==> src/rtl/scanline_irq_unit_pkg.sv <==
// Shared types and constants for the scanline IRQ unit.
// Contents: FSM state type, nametable select pattern, scanline match
// requirement, PPU address width and a channel-index width helper.
package scanline_irq_unit_pkg;

  typedef enum logic {
    SL_IDLE     = 1'b0,
    SL_IN_FRAME = 1'b1
  } sl_state_t;

  localparam logic [1:0]  NT_SEL     = 2'b10;
  localparam int unsigned MATCH_REQ  = 2;
  localparam int unsigned PPU_ADDR_W = 14;

  // Index width for n channels, never below one bit.
  function automatic int unsigned idx_w(input int unsigned n);
    return (n > 1) ? $clog2(n) : 1;
  endfunction

endpackage

==> src/rtl/scanline_irq_unit_if.sv <==
// CPU-side register bus of the scanline IRQ unit.
// master: CPU/mapper side  - drives cmp_we/cmp_sel/cmp_val, mask_we/mask_val,
//                            status_rd; observes line_cnt, in_frame, irq_pend, irq.
// slave:  scanline unit    - the reverse directions.
interface scanline_irq_unit_if
  import scanline_irq_unit_pkg::*;
#(
  parameter int unsigned CH_NUM = 2,
  parameter int unsigned CNT_W  = 8
);
  localparam int unsigned CH_IDX_W = idx_w(CH_NUM);

  logic                cmp_we;
  logic [CH_IDX_W-1:0] cmp_sel;
  logic [CNT_W-1:0]    cmp_val;
  logic                mask_we;
  logic [CH_NUM-1:0]   mask_val;
  logic                status_rd;

  logic [CNT_W-1:0]    line_cnt;
  logic                in_frame;
  logic [CH_NUM-1:0]   irq_pend;
  logic                irq;

  modport master (
    output cmp_we, cmp_sel, cmp_val, mask_we, mask_val, status_rd,
    input  line_cnt, in_frame, irq_pend, irq
  );

  modport slave (
    input  cmp_we, cmp_sel, cmp_val, mask_we, mask_val, status_rd,
    output line_cnt, in_frame, irq_pend, irq
  );

endinterface

==> src/rtl/scanline_irq_unit_edge_sync.sv <==
// N-flop synchroniser with a registered single-cycle edge pulse.
// Ports: clk, rst (sync, active-high), d_i (async level),
//        pulse_o (one clk pulse on the selected edge of the synchronised level).
// FALL_EDGE selects falling (1) or rising (0) edge; RST_VAL is the idle level
// of the input so that reset does not fabricate an edge.
// Pin-to-pulse latency is STAGES+1 clk.
module scanline_irq_unit_edge_sync #(
  parameter int unsigned STAGES    = 2,
  parameter bit          FALL_EDGE = 1'b0,
  parameter bit          RST_VAL   = 1'b0
) (
  input  logic clk,
  input  logic rst,
  input  logic d_i,
  output logic pulse_o
);

  logic [STAGES-1:0] sync_q;
  logic              prev_q;
  logic              pulse_q;
  logic              lvl;

  assign lvl = sync_q[STAGES-1];

  // Synchroniser chain, edge history and registered pulse.
  always_ff @(posedge clk) begin
    if (rst) begin
      sync_q  <= {STAGES{RST_VAL}};
      prev_q  <= RST_VAL;
      pulse_q <= 1'b0;
    end else begin
      sync_q  <= STAGES'({sync_q, d_i});
      prev_q  <= lvl;
      pulse_q <= FALL_EDGE ? (prev_q & ~lvl) : (~prev_q & lvl);
    end
  end

  assign pulse_o = pulse_q;

endmodule

==> src/rtl/scanline_irq_unit.sv <==
// Scanline counter / IRQ generator for cartridge mappers, single clk domain.
// Detects scanline starts as three consecutive PPU reads of the same
// nametable address, tracks in-frame state and raises IRQs on CH_NUM
// line-compare channels.
// Ports:
//   clk, rst     system clock; synchronous active-high reset
//   m2_i         CPU M2 (async)
//   ppu_oe_i     PPU read strobe (async, active-low)
//   ppu_addr_i   PPU address (async, valid while ppu_oe_i low)
//   bgr_en_i     rendering enabled (clk domain)
//   bus          register bus (slave): compare/mask writes, status read,
//                line_cnt, in_frame, irq_pend, irq
//   frame_cnt_o  frame entry counter, only with SCANLINE_IRQ_FRAME_CNT_EN
module scanline_irq_unit
  import scanline_irq_unit_pkg::*;
#(
  parameter int unsigned CH_NUM      = 2,
  parameter int unsigned CNT_W       = 8,
  parameter int unsigned TIMEOUT_M2  = 3,
  parameter int unsigned SYNC_STAGES = 2
) (
  input  logic                  clk,
  input  logic                  rst,
  input  logic                  m2_i,
  input  logic                  ppu_oe_i,
  input  logic [PPU_ADDR_W-1:0] ppu_addr_i,
  input  logic                  bgr_en_i,
`ifdef SCANLINE_IRQ_FRAME_CNT_EN
  output logic [7:0]            frame_cnt_o,
`endif
  scanline_irq_unit_if.slave    bus
);

  localparam int unsigned CH_IDX_W = idx_w(CH_NUM);
  localparam int unsigned MATCH_W  = $clog2(MATCH_REQ + 1);
  localparam int unsigned IDLE_W   = $clog2(TIMEOUT_M2 + 1);

  logic                  oe_fall;
  logic                  m2_rise;
  logic [PPU_ADDR_W-1:0] addr_dly_q [SYNC_STAGES+1];
  logic [PPU_ADDR_W-1:0] rd_addr;
  logic [PPU_ADDR_W-1:0] last_addr_q;
  logic [MATCH_W-1:0]    match_q, match_d;
  logic [IDLE_W-1:0]     idle_q, idle_d;
  logic                  addr_match;
  logic                  line_edge;
  logic                  timeout;
  logic [CNT_W-1:0]      cmp_q [CH_NUM];
  logic [CH_NUM-1:0]     hit;
  sl_state_t             state_q, state_d;
  logic [CNT_W-1:0]      line_q, line_d, line_inc;
  logic [CH_NUM-1:0]     pend_q, pend_d;
  logic [CH_NUM-1:0]     mask_q;
  logic                  in_frame_q;
  logic                  irq_q;

  scanline_irq_unit_edge_sync #(
    .STAGES(SYNC_STAGES), .FALL_EDGE(1'b1), .RST_VAL(1'b1)
  ) u_oe_sync (
    .clk(clk), .rst(rst), .d_i(ppu_oe_i), .pulse_o(oe_fall)
  );

  scanline_irq_unit_edge_sync #(
    .STAGES(SYNC_STAGES), .FALL_EDGE(1'b0), .RST_VAL(1'b0)
  ) u_m2_sync (
    .clk(clk), .rst(rst), .d_i(m2_i), .pulse_o(m2_rise)
  );

  // Address delay line, one stage deeper than the synchroniser so the
  // captured address lines up with the registered read pulse.
  always_ff @(posedge clk) begin
    if (rst) begin
      for (int i = 0; i < SYNC_STAGES + 1; i++) addr_dly_q[i] <= '0;
    end else begin
      addr_dly_q[0] <= ppu_addr_i;
      for (int i = 1; i < SYNC_STAGES + 1; i++) addr_dly_q[i] <= addr_dly_q[i-1];
    end
  end

  assign rd_addr    = addr_dly_q[SYNC_STAGES];
  assign addr_match = (rd_addr[PPU_ADDR_W-1 -: 2] == NT_SEL) && (rd_addr == last_addr_q);
  assign line_edge  = oe_fall && addr_match && (match_q == MATCH_W'(MATCH_REQ - 1));
  assign timeout    = (idle_q == IDLE_W'(TIMEOUT_M2));
  assign line_inc   = line_q + CNT_W'(1);

  // Repeat-read counter and m2 idle counter.
  always_comb begin
    match_d = match_q;
    idle_d  = idle_q;
    if (oe_fall) begin
      if (line_edge || !addr_match)              match_d = '0;
      else if (match_q != MATCH_W'(MATCH_REQ))   match_d = match_q + MATCH_W'(1);
    end
    if (oe_fall)                idle_d = '0;
    else if (m2_rise && !timeout) idle_d = idle_q + IDLE_W'(1);
  end

  // Compare channels; a channel hits when the incremented line equals its value.
  for (genvar g = 0; g < CH_NUM; g++) begin : g_ch
    always_ff @(posedge clk) begin
      if (rst)                                                cmp_q[g] <= '0;
      else if (bus.cmp_we && (bus.cmp_sel == CH_IDX_W'(g)))   cmp_q[g] <= bus.cmp_val;
    end
    assign hit[g] = (cmp_q[g] != '0) && (line_inc == cmp_q[g]);
  end

  // Frame FSM next state, line counter and pending flags.
  // A saturated counter does not advance, so it cannot re-fire a compare.
  always_comb begin
    state_d = state_q;
    line_d  = line_q;
    pend_d  = pend_q & ~{CH_NUM{bus.status_rd}};
    case (state_q)
      SL_IDLE: begin
        if (line_edge && bgr_en_i) begin
          state_d = SL_IN_FRAME;
          line_d  = '0;
          pend_d  = '0;
        end
      end
      SL_IN_FRAME: begin
        if (timeout || !bgr_en_i) begin
          state_d = SL_IDLE;
          line_d  = '0;
        end else if (line_edge && (line_q != '1)) begin
          line_d = line_inc;
          pend_d = pend_d | hit;
        end
      end
    endcase
  end

  // State and output registers.
  always_ff @(posedge clk) begin
    if (rst) begin
      state_q     <= SL_IDLE;
      line_q      <= '0;
      pend_q      <= '0;
      mask_q      <= '0;
      in_frame_q  <= 1'b0;
      irq_q       <= 1'b0;
      last_addr_q <= '0;
      match_q     <= '0;
      idle_q      <= '0;
    end else begin
      state_q    <= state_d;
      line_q     <= line_d;
      pend_q     <= pend_d;
      in_frame_q <= (state_d == SL_IN_FRAME);
      irq_q      <= |(pend_q & mask_q);
      match_q    <= match_d;
      idle_q     <= idle_d;
      if (oe_fall)     last_addr_q <= rd_addr;
      if (bus.mask_we) mask_q      <= bus.mask_val;
    end
  end

`ifdef SCANLINE_IRQ_FRAME_CNT_EN
  logic [7:0] frame_q;
  logic       frame_enter;

  assign frame_enter = (state_q == SL_IDLE) && (state_d == SL_IN_FRAME);

  // Frame entry counter, wraps naturally.
  always_ff @(posedge clk) begin
    if (rst)              frame_q <= '0;
    else if (frame_enter) frame_q <= frame_q + 8'(1);
  end

  assign frame_cnt_o = frame_q;
`else
  // Frame entry counter not built.
`endif

  assign bus.line_cnt = line_q;
  assign bus.in_frame = in_frame_q;
  assign bus.irq_pend = pend_q;
  assign bus.irq      = irq_q;

endmodule

==> src/flat_wrapper.sv <==
// flat-port wrapper written by rule: the top's interface ports become plain ports
module scanline_irq_unit_flat import scanline_irq_unit_pkg::*;
#(
  parameter int unsigned CH_NUM      = 2,
  parameter int unsigned CNT_W       = 8,
  parameter int unsigned TIMEOUT_M2  = 3,
  parameter int unsigned SYNC_STAGES = 2
)
  (clk, rst, m2_i, ppu_oe_i, ppu_addr_i, bgr_en_i, bus_cmp_we, bus_cmp_sel, bus_cmp_val, bus_mask_we, bus_mask_val, bus_status_rd, bus_line_cnt, bus_in_frame, bus_irq_pend, bus_irq);
  scanline_irq_unit_if #(.CH_NUM(CH_NUM), .CNT_W(CNT_W)) bus_i ();
  input  logic clk;
  input  logic rst;
  input  logic m2_i;
  input  logic ppu_oe_i;
  input  logic [PPU_ADDR_W-1:0] ppu_addr_i;
  input  logic bgr_en_i;
  input wire logic [$bits(bus_i.cmp_we)-1:0] bus_cmp_we;
  input wire logic [$bits(bus_i.cmp_sel)-1:0] bus_cmp_sel;
  input wire logic [$bits(bus_i.cmp_val)-1:0] bus_cmp_val;
  input wire logic [$bits(bus_i.mask_we)-1:0] bus_mask_we;
  input wire logic [$bits(bus_i.mask_val)-1:0] bus_mask_val;
  input wire logic [$bits(bus_i.status_rd)-1:0] bus_status_rd;
  output wire logic [$bits(bus_i.line_cnt)-1:0] bus_line_cnt;
  output wire logic [$bits(bus_i.in_frame)-1:0] bus_in_frame;
  output wire logic [$bits(bus_i.irq_pend)-1:0] bus_irq_pend;
  output wire logic [$bits(bus_i.irq)-1:0] bus_irq;
  assign bus_i.cmp_we = bus_cmp_we;
  assign bus_i.cmp_sel = bus_cmp_sel;
  assign bus_i.cmp_val = bus_cmp_val;
  assign bus_i.mask_we = bus_mask_we;
  assign bus_i.mask_val = bus_mask_val;
  assign bus_i.status_rd = bus_status_rd;
  assign bus_line_cnt = bus_i.line_cnt;
  assign bus_in_frame = bus_i.in_frame;
  assign bus_irq_pend = bus_i.irq_pend;
  assign bus_irq = bus_i.irq;
  scanline_irq_unit #(.CH_NUM(CH_NUM), .CNT_W(CNT_W), .TIMEOUT_M2(TIMEOUT_M2), .SYNC_STAGES(SYNC_STAGES)) u_core (.clk(clk), .rst(rst), .m2_i(m2_i), .ppu_oe_i(ppu_oe_i), .ppu_addr_i(ppu_addr_i), .bgr_en_i(bgr_en_i), .bus(bus_i));
endmodule
==> config.mk <==
export PLATFORM = sky130hd
export DESIGN_NAME = scanline_irq_unit_flat
export DESIGN_NICKNAME = d
export VERILOG_FILES = /design/src/rtl/scanline_irq_unit_pkg.sv /design/src/rtl/scanline_irq_unit_if.sv /design/src/rtl/scanline_irq_unit_edge_sync.sv /design/src/rtl/scanline_irq_unit.sv /design/src/flat_wrapper.sv
export SDC_FILE = /design/constraint.sdc
export NUM_CORES = 1
export LEC_CHECK = 0
export BUFFER_PORTS_ARGS = -buffer_cell sky130_fd_sc_hd__buf_2
export CORE_ASPECT_RATIO = 0.9
export CORE_UTILIZATION = 51
export DETAILED_ROUTE_END_ITERATION = 12
export HOLD_SLACK_MARGIN = 0.03
export PLACE_DENSITY = 0.69
export SLEW_MARGIN = 0
export SYNTH_ARGS = -nofsm -noshare
export SYNTH_HDL_FRONTEND = slang
export SYNTH_SLANG_ARGS = --single-unit
==> constraint.sdc <==
create_clock -name clk -period 2.22 [get_ports clk]
set_input_delay 0.222 -clock clk [delete_from_list [all_inputs] [get_ports clk]]
set_output_delay 0.222 -clock clk [all_outputs]
set_load 0.02 [all_outputs]
Word-level counts from Yosys, hierarchy flattened
Memories as Yosys holds them, arrays and structs flattened.
Cells that the tools add are included.
W data, S select, Z words.
{"block": "totals", "word_cells": 93, "ff_bits": 40, "ramBits": 58, "n_memories": 2, "inputBits": 33, "output_inout_bits": 12}
{"memory": "u_core.addr_dly_q", "words": 3, "word_bits": 14, "read_ports": 3, "rd_ports_with_merged_regs": 0, "write_ports": 3, "line_no": "scanline_irq_unit.sv:40", "source": "logic [PPU_ADDR_W-1:0] addr_dly_q [SYNC_STAGES+1];"}
{"memory": "u_core.cmp_q", "words": 2, "word_bits": 8, "read_ports": 2, "rd_ports_with_merged_regs": 0, "write_ports": 2, "line_no": "scanline_irq_unit.sv:48", "source": "logic [CNT_W-1:0] cmp_q [CH_NUM];"}
{"block": "op_classes", "n_bitwise": 15, "eq_ne": 10, "n_mux": 27, "add_sub_neg": 3, "reduce_logical": 22}
{"operator": "$mux W14", "count": 3}
{"operator": "$mux W8", "count": 5}
{"operator": "$eq A8 B8 Y1", "count": 2}
{"operator": "$pmux W8 S2", "count": 1}
{"operator": "$reduce_bool A8 Y1", "count": 2}
{"operator": "$eq A14 B14 Y1", "count": 1}
{"operator": "$mux W1", "count": 11}
{"operator": "$logic_and A1 B1 Y1", "count": 10}
{"operator": "$mux W2", "count": 5}
{"operator": "$add A8 B1 Y8 const B", "count": 1}
{"operator": "$ne A8 B8 Y1 const B", "count": 1}
{"operator": "$or A1 B1 Y1", "count": 5}
{"operator": "$add A2 B1 Y2 const B", "count": 2}
{"operator": "$and A2 B2 Y2", "count": 2}
{"operator": "$eq A2 B2 Y1 const B", "count": 2}
{"operator": "$not A1 Y1", "count": 4}
{"operator": "$pmux W2 S2", "count": 1}
{"operator": "$reduce_and A2 Y1", "count": 2}
{"operator": "$reduce_or A2 Y1", "count": 2}
{"operator": "$logic_not A1 Y1", "count": 3}
{"operator": "$ne A3 B3 Y1 const B", "count": 1}
{"operator": "$and A1 B1 Y1", "count": 2}
{"operator": "$eq A2 B1 Y1 const B", "count": 1}
{"operator": "$logic_or A1 B1 Y1", "count": 2}
{"operator": "other kinds (6)", "count": 6}

Longest topological paths before layout
Gate-level depths: netlist of the first run.
{"block": "logic_depth", "ltp_word": 8, "depth_mapped": 9, "depth_no_buf": 7}

By module
A second synthesis of the first run with hierarchy kept.
{"block": "hier_totals", "cells_unflattened": 375, "hier_area_um2": 4013.8}
{"mod": "scanline_irq_unit", "area_per_inst_um2": 3796.1, "cells_per_inst": 359, "seq_area_each_um2": 1961.9, "instances": 1}
{"mod": "scanline_irq_unit_edge_sync (u_core.u_m2_sync)", "area_per_inst_um2": 111.4, "cells_per_inst": 8, "seq_area_each_um2": 80.1, "instances": 1}
{"mod": "scanline_irq_unit_edge_sync (u_core.u_oe_sync)", "area_per_inst_um2": 106.4, "cells_per_inst": 8, "seq_area_each_um2": 80.1, "instances": 1}

Worst setup path after synthesis of the first run
Ideal clock, no wire load.
{"block": "synth_path", "path_kind": "register to register", "start": "register u_core.line_q[1] (netlist: u_core.bus.line_cnt[1])", "end": "register u_core.line_q[4] (netlist: u_core.bus.line_cnt[4])", "path_stages_with_launch": 10, "t_required_ns": 2.132, "setup_ns": 0.088, "slack_ns": 0.183, "arrival_time_ns": 1.949, "path_buffers": 3, "period_less_slack_ns": 2.037, "path_cell_list": "dfxtp_1 -> ha_1 -> and3_1 -> buf_6 -> and3_1 -> buf_4 -> and4_1 -> buf_4 -> o21ai_4 -> a311oi_2"}
{"block": "synth_via", "elab_chain_cells": 4, "word_cells_on_any_way": 8, "cone_classes": "add/sub (1); eq/ne (2); mux (3); reduce/logical (2)"}
{"element": "from (decl)", "line_no": "scanline_irq_unit.sv:51", "source": "logic [CNT_W-1:0] line_q, line_d, line_inc;"}
{"element": "from (signal assigned)", "line_no": "scanline_irq_unit.sv:147", "source": "line_q <= line_d;"}
{"element": "$add A8 B1 Y8 or $ne A8 B8 Y1 (tied branches)", "line_no": "scanline_irq_unit.sv:84, scanline_irq_unit.sv:125"}
{"element": "$mux W8 or $logic_and A1 B1 Y1 (tied branches)", "line_no": "scanline_irq_unit.sv:125", "source": "end else if (line_edge && (line_q != '1)) begin"}
{"element": "$mux W8 or $ne A3 B3 Y1 (tied branches)"}
{"element": "$pmux W8 S2 or $reduce_and A2 Y1 (tied branches)"}
Several ways; a longest one is shown, not always the timed one. The select of a mux whose other input is x is not followed.
A chain may end at the register's enable or synchronous reset.

Final worst setup path of the first run
{"block": "layout_path", "start": "register u_core.idle_q[0]", "end": "register u_core.line_q[4] (netlist: u_core.bus.line_cnt[4])"}
{"block": "layout_via", "elab_chain_cells": 4, "word_cells_on_any_way": 6, "cone_classes": "eq/ne (2); mux (2); reduce/logical (2)"}
{"element": "from (decl)", "line_no": "scanline_irq_unit.sv:44", "source": "logic [IDLE_W-1:0] idle_q, idle_d;"}
{"element": "from (signal assigned)", "line_no": "scanline_irq_unit.sv:152", "source": "idle_q <= idle_d;"}
{"element": "$eq A2 B2 Y1 (*)", "line_no": "scanline_irq_unit.sv:83", "source": "assign timeout = (idle_q == IDLE_W'(TIMEOUT_M2));"}
{"element": "$logic_or A1 B1 Y1 (*)", "line_no": "scanline_irq_unit.sv:122", "source": "if (timeout || !bgr_en_i) begin"}
{"element": "$mux W8 or $ne A3 B3 Y1 (tied branches)"}
{"element": "$pmux W8 S2 or $reduce_and A2 Y1 (tied branches)"}
Every way passes the cells marked *; elsewhere a longest branch is shown, timed or not.

==> results of run 1 <==
[placed cells by master (no fill, tap or decap), types with 2 or more instances in the layout]
cell type / netlist / routed
a31oi_1: 5 / 5
nor2_1: 30 / 30
xor2_1: 5 / 5
o31ai_1: 5 / 5
clkinv_8: 0 / 2
and3_1: 8 / 8
nor2b_1: 47 / 47
xnor2_1: 18 / 18
inv_8: 0 / 2
o2111ai_1: 3 / 3
o32ai_1: 2 / 2
nor4_1: 7 / 7
o21a_1: 3 / 3
mux2i_1: 19 / 19
xnor2_2: 4 / 4
nand4_1: 9 / 9
a21oi_1: 13 / 13
nand3b_1: 2 / 2
o21ai_1: 2 / 2
nor3_1: 6 / 6
buf_4: 3 / 12
nand2_1: 12 / 12
nand2b_1: 6 / 6
ha_1: 4 / 4
edfxtp_1: 16 / 16
or2_2: 5 / 5
dfxtp_1: 82 / 82
buf_2: 4 / 44
and4_1: 2 / 2
nand3_1: 7 / 7
dlygate4sd3_1: 0 / 2
or4_1: 2 / 2
and2_1: 17 / 17
o211ai_1: 5 / 5
clkbuf_8: 0 / 9
clkinv_4: 0 / 2
inv_1: 8 / 8
[per-stage QoR]
stage,hold slack [ns],cell area [sq um]
after detailed placement,0.376,4410
after CTS,0.0353,4620
after floorplan,0.301,4100
after global routing,0.0328,4630
after global placement,0.372,4410
final,0.0536,4630
[worst register-to-register path, cell delays in order, from the launching register on]
cell and delay (ns):
dfxtp_1 0.35, ha_1 0.25, and3b_1 0.25, nand4_1 0.11, nor4_1 0.62, a21oi_1 0.18
a311oi_2 0.25
[state kept, by name (all words and copies together) (netlist names)]
signal	cells
u_core.u_m2_sync.prev_q	1
u_core.mask_q	2
u_core.u_m2_sync.sync_q	2
u_core.addr_dly_q	42
u_core.u_oe_sync.prev_q	1
u_core.bus.irq	1
u_core.idle_q	2
u_core.u_m2_sync.pulse_o	1
u_core.u_oe_sync.pulse_o	1
u_core.cmp_q	16
u_core.match_q	2
u_core.state_q	1
u_core.bus.irq_pend	2
u_core.bus.line_cnt	8
u_core.last_addr_q	14
u_core.u_oe_sync.sync_q	2
[how the worst min path moves through the flow]
stage,from,end,slack (ns),cells after the start
floorplan,rst,u_core.u_m2_sync.prev_q$_SDFF_PP0_,0.30,1
global placement,u_core.u_m2_sync.prev_q$_SDFF_PP0_,u_core.u_m2_sync.pulse_o$_SDFF_PP0_,0.37,1
detailed placement,u_core.u_m2_sync.prev_q$_SDFF_PP0_,u_core.u_m2_sync.pulse_o$_SDFF_PP0_,0.38,1
CTS,ppu_addr_i[13],u_core.addr_dly_q[0][13]$_SDFF_PP0_,0.04,2
global route,ppu_addr_i[3],u_core.addr_dly_q[0][3]$_SDFF_PP0_,0.03,2
finish,ppu_addr_i[0],u_core.addr_dly_q[0][0]$_SDFF_PP0_,0.05,2
[layout make-up]
class                      count  area (sq um)
multi-input combinational    267          1820
sequential                    98          2120
inverter                       8          30.0
tap                           96           120
clock buffer                   9           124
clock inverter                 7          81.3
timing repair buffer          58           330
fill                         667          3030
[Yosys cell counts, types with 2 or more instances]
library cell / instances / share of area
o31ai_1: 5 / 0.0092
nand2b_1: 6 / 0.0092
a21oi_1: 13 / 0.016
buf_6: 3 / 0.0082
nor2b_1: 47 / 0.072
dfxtp_1: 82 / 0.40
xor2_1: 5 / 0.011
o211ai_1: 5 / 0.0092
nand3b_1: 2 / 0.0037
o21a_1: 3 / 0.0055
nand3_1: 7 / 0.0085
xnor2_1: 18 / 0.038
or2_2: 5 / 0.0076
inv_1: 8 / 0.0073
o21ai_1: 2 / 0.0024
nand4_1: 9 / 0.014
or4_1: 2 / 0.0037
nor3_1: 6 / 0.0073
nor4_1: 7 / 0.011
buf_2: 4 / 0.0049
and4_1: 2 / 0.0043
clkbuf_1: 11 / 0.010
and2_1: 17 / 0.026
mux2i_1: 19 / 0.046
nand2_1: 12 / 0.011
ha_1: 4 / 0.012
buf_4: 3 / 0.0055
edfxtp_1: 16 / 0.12
and3_1: 8 / 0.012
o2111ai_1: 3 / 0.0064
nor2_1: 30 / 0.027
xnor2_2: 4 / 0.016
o32ai_1: 2 / 0.0043
a31oi_1: 5 / 0.0076
[cells by family (layout without fill, tap and decap cells)]
| family | after synthesis | count (layout) |
|---|---|---|
| mux | 20 | 20 |
| flops | 98 | 98 |
| xor+xnor | 27 | 27 |
| simple gates | 166 | 166 |
| compound gates | 50 | 50 |
| fa+ha+maj | 4 | 4 |
| buf+inv | 31 | 82 |
[power by group through the flow]
stage	clock (mW)	combinational (mW)	sequential, mW
CTS	1.16	0.188	1.91
global placement	0	0.182	1.94
floorplan	0	0.129	1.93
global route	1.24	0.211	1.91
finish	1.13	0.187	1.91
detailed placement	0	0.186	1.95
[routing by layer]
layer | GRT usage | part of all wire | vias to the layer above
met4 | 0.0628 | 0.014 | 0
met2 | 0.286 | 0.43 | 78
met3 | 0.0620 | 0.064 | 13
met5 | 0 | 0 | -
li1 | - | - | 1464
met1 | 0.286 | 0.49 | 1295
==> impl_metrics.toml, run 1 <==
[setup_path]
path_cells = "ha_1 -> and3b_1 -> nand4_1 -> nor4_1 -> a21oi_1 -> a311oi_2"
crit_required_ns = 2.51
path_delay_family = "simple AND/OR/NAND/NOR gates"
critPathLaunch = "u_core.idle_q[0]$_SDFFE_PP0P_"
worstSetupPathType = "reg2reg"
crit_fanout = 5
worst_r2r_endpoint = "u_core.bus.line_cnt[4]$_SDFFE_PP0P_"
crit_cells = 6
r2r_start = "u_core.idle_q[0]$_SDFFE_PP0P_"
cp_data_arrival_time_ns = 2.38
endpoint_kind = "flop"
r2r_cells = 6
slowest_delay_ns = 0.62
path_buf_inv = 0
cp-start-kind = "flop"
cp_slowest_cell = "nor4_1"
ff2ff_setup_slack_ns = 0.14
endpoint = "u_core.bus.line_cnt[4]$_SDFFE_PP0P_"

[floorplan]
die_w_um = 96.5
io_pins = 45
initial_core_util = 0.536
fp.coreArea_sq_um = 7660
core.rowCount = 30
die-area_sq_um = 8410
die-height_um = 87.1

[detailed_routing]
vias = 2850
drtIter0Drc = 153
drc = 0
drt-vias-per-instance = 5.25
drt-pass1-iter-count = 5
drt-wirelength-per-cell_um = 14.0
antenna_left = 0
wl_um = 7600

[timing]
grt_setup_unrepaired = "no"
setup_viol = 0
finalHoldViolCount = 0
setup_ws_ns = 0.137
tns_ns = 0
finalCriticalPeriod_ns = 2.08
worstMarginPinSlew_ns = 0.780
fin_crit_sh = 0.938
fmaxAchievable_mhz = 480
skew_ns = 0.0150
relSlewSlack = 0.475
slew_viol_final = 0

[logic_synthesis]
synth_seq_area_share = 0.517
synth_compound_area_frac = 0.0879
synthFlopType = "dfxtp_1"
syn_avg_cell_area_sq_um = 10.4
yosysUniqueCellTypes = 55
synth-seq-cells = 98
synthSimpleGateAreaFrac = 0.230
synth_edf_count = 16
synth_top_family_by_area = "simple AND/OR/NAND/NOR gates"
async_reset_ff_frac = 0
postSynthNetCount = 433
syn-instance-count = 396
yosysWarnings = 0
muxShareOfSynthArea = 0.0491
synthXorXnorAreaFrac = 0.0650
synth_adder_area_share = 0.0122
syn_area_sq_um = 4100

[global_route]
grt_pass1_vias = 2597
grt_max_degree = 45
grt_use_total = 0.199
grt_pass1_wl_um = 12500
grt_overflow_total = 0
antenna_found_initial = 0

[cts]
clk_latency_ns = 0.37
holdBufCountCts = 1
clkTransAtPathRegs_ns = 0.11
htree_levels = 3
cts_made_buffers = 9
post_cts_buffers = 0
ctsResizeCount = 0
cts_tree = "built"
clockBufferDepth = 2
clock_sinks = 98
cts_root_buffer = "clkbuf_8"

[power]
p_per_area_nw_per_um2 = 696
p_clk_frac = 0.351
p_comb_frac = 0.058
switchingPower_mw = 0.810
switching_share = 0.251
pwr-share-seq = 0.591
total_power_mw = 3.22
leakagePower_nw = 1.83
p_int_mw = 2.41
max-vdd-ir-drop_uv = 440

[place]
dp_hpwl_um = 5510
dp_slack_ns = 0.175
dp.cells = 525
place.gp.congestion = 0.892
port_buffers = 44

[layout]
final_nets = 479
antennaDiodeCount = 0
utilization = 0.605
syn2layout_area_growth_pct = 12.9
drive_gt1_frac = 0.192
instances_no_fill = 543

[run]
drv_cap = 0

[hold_path]
hold_class = "in2reg"

[run_status]
run_status = "complete, no violations"
(Power assumes the default switching activity.)
==> inputs of run 2 (changes only) <==
CORE_MARGIN = 8   (was default)
==> impl_metrics.toml, run 2 (synthesized netlist as in run 1, its figures left out) <==
[setup_path]
ff2ff_setup_slack_ns = 0.22
endpoint_kind = "flop"
cp_slowest_cell = "dfxtp_1"
crit_required_ns = 2.49
cp-start-kind = "flop"
worst_r2r_endpoint = "u_core.bus.line_cnt[4]$_SDFFE_PP0P_"
endpoint = "u_core.bus.line_cnt[4]$_SDFFE_PP0P_"
cp_data_arrival_time_ns = 2.27
r2r_start = "u_core.bus.line_cnt[1]$_SDFFE_PP0P_"
worstSetupPathType = "reg2reg"
r2r_cells = 6
slowest_delay_ns = 0.44
crit_fanout = 7
path_cells = "ha_1 -> and3_1 -> and3_1 -> and4_2 -> o21ai_4 -> a311oi_2"
critPathLaunch = "u_core.bus.line_cnt[1]$_SDFFE_PP0P_"
cp_common_cell = "and3_1"

[timing]
skew_ns = 0.00987
setup_viol = 0
fmaxAchievable_mhz = 501
grt_setup_unrepaired = "no"
relSlewSlack = 0.646
finalHoldViolCount = 0
tns_ns = 0
worstMarginPinSlew_ns = 0.529
whs_ns = 0.0691
finalCriticalPeriod_ns = 2.00
fin_crit_sh = 0.899
slew_viol_final = 0

[detailed_routing]
vias = 2816
antenna_left = 0
drt-wirelength-per-cell_um = 14.2
drt-pass1-iter-count = 4
drc = 0
drtIter0Drc = 93
drt-vias-per-instance = 5.18
wl_um = 7720

[cts]
post_cts_buffers = 0
clkTransAtPathRegs_ns = 0.10
clockBufferDepth = 2
cts_root_buffer = "clkbuf_8"
clock_sinks = 98
htree_levels = 3
clk_latency_ns = 0.35
cts_tree = "built"
cts_made_buffers = 9

[floorplan]
fp.coreArea_sq_um = 7910
io_pins = 45
die-area_sq_um = 11200
die_w_um = 111
die-height_um = 101
initial_core_util = 0.518
core.rowCount = 31

[hold_path]
min-delay-start = "ppu_addr_i[10]"
hold_class = "in2reg"

[global_route]
grt_pass1_vias = 2749
grt_pass1_wl_um = 13000
grt_overflow_total = 0
grt_max_degree = 64
antenna_found_initial = 0
grt_use_total = 0.143

[power]
switching_share = 0.243
pwr-share-seq = 0.603
p_clk_frac = 0.338
max-vdd-ir-drop_uv = 504
p_per_area_nw_per_um2 = 686
p_int_mw = 2.39
p_comb_frac = 0.059
total_power_mw = 3.16
switchingPower_mw = 0.768
leakagePower_nw = 1.82

[layout]
syn2layout_area_growth_pct = 12.3
regMostFlops = "u_core.addr_dly_q"
nFillCells = 730
largest_reg_flops = 42
instances_no_fill = 544
reg.largest.list = "u_core.addr_dly_q: 42 flops, u_core.cmp_q: 16 flops, u_core.last_addr_q: 14 flops"
utilization = 0.582
antennaDiodeCount = 0
drive_gt1_frac = 0.193
final_nets = 477
final_common_cell = "dfxtp_1"
final_cell_mix = "dfxtp_1 (82), nor2b_1 (47), buf_2 (44)"

[place]
dp.cells = 527
port_buffers = 44
dp_hpwl_um = 5670
place.gp.congestion = 0.837

[run_status]
run_status = "complete, no violations"

[run]
drv_cap = 0
-- run 2: power groups by stage --
stage          clock network [mW]  registers (mW)  logic (mW)
6_report                     1.07            1.91       0.187
5_1_grt                      1.19            1.91       0.209
4_1_cts                      1.10            1.91       0.188
3_5_place_dp                    0            1.95       0.187
3_3_place_gp                    0            1.94       0.183
2_1_floorplan                   0            1.93       0.129
-- run 2: critical path: cells and delay by family (launching register included) --
family | cells | cell delay, ns
compound gates | 2 | 0.31
fa+ha+maj | 1 | 0.31
flops | 1 | 0.44
simple gates | 3 | 0.85
-- run 2: through the flow --
stage	setup WS, ns	area [sq um]
global placement	0.296	4410
global route	0.0532	4610
finish	0.224	4610
floorplan	0.183	4100
detailed placement	0.202	4410
CTS	0.187	4590
-- run 2: cell type report --
type,instances,area [sq um],area share
multi-input cells,267,1820,0.396
repair buffers,56,325,0.0706
clock inverters,7,56.3,0.0122
inverters,8,30.0,0.00652
well taps,99,124,0.0269
clock buffers,9,124,0.0269
flip-flops and latches,98,2120,0.461
-- run 2: per-layer routing --
metal	vias up	GRT usage	wire length (um)
li1	1450	-	-
met1	1295	0.188	3970
met2	62	0.215	3230
met3	9	0.0476	413
met4	0	0.0519	101
met5	-	0	0
-- run 2: worst min path at each step --
| stage | endpoint | slack (ns) | cells after the start |
|---|---|---|---|
| CTS | u_core.u_oe_sync.sync_q[0]$_SDFF_PP1_ | 0.04 | 2 |
| finish | u_core.addr_dly_q[0][10]$_SDFF_PP0_ | 0.07 | 2 |
| detailed placement | u_core.u_m2_sync.pulse_o$_SDFF_PP0_ | 0.37 | 1 |
| global placement | u_core.u_m2_sync.pulse_o$_SDFF_PP0_ | 0.37 | 1 |
| global route | u_core.addr_dly_q[0][8]$_SDFF_PP0_ | 0.04 | 2 |
| floorplan | u_core.u_m2_sync.prev_q$_SDFF_PP0_ | 0.30 | 1 |
-- run 2: what timing repair did --
| item | in CTS | in global routing |
|---|---|---|
| hold endpoints to repair | 0 | 1 |
| resized for setup | 0 | 1 |
| hold buffers | 0 | 1 |
| setup endpoints to repair | 0 | 2 |
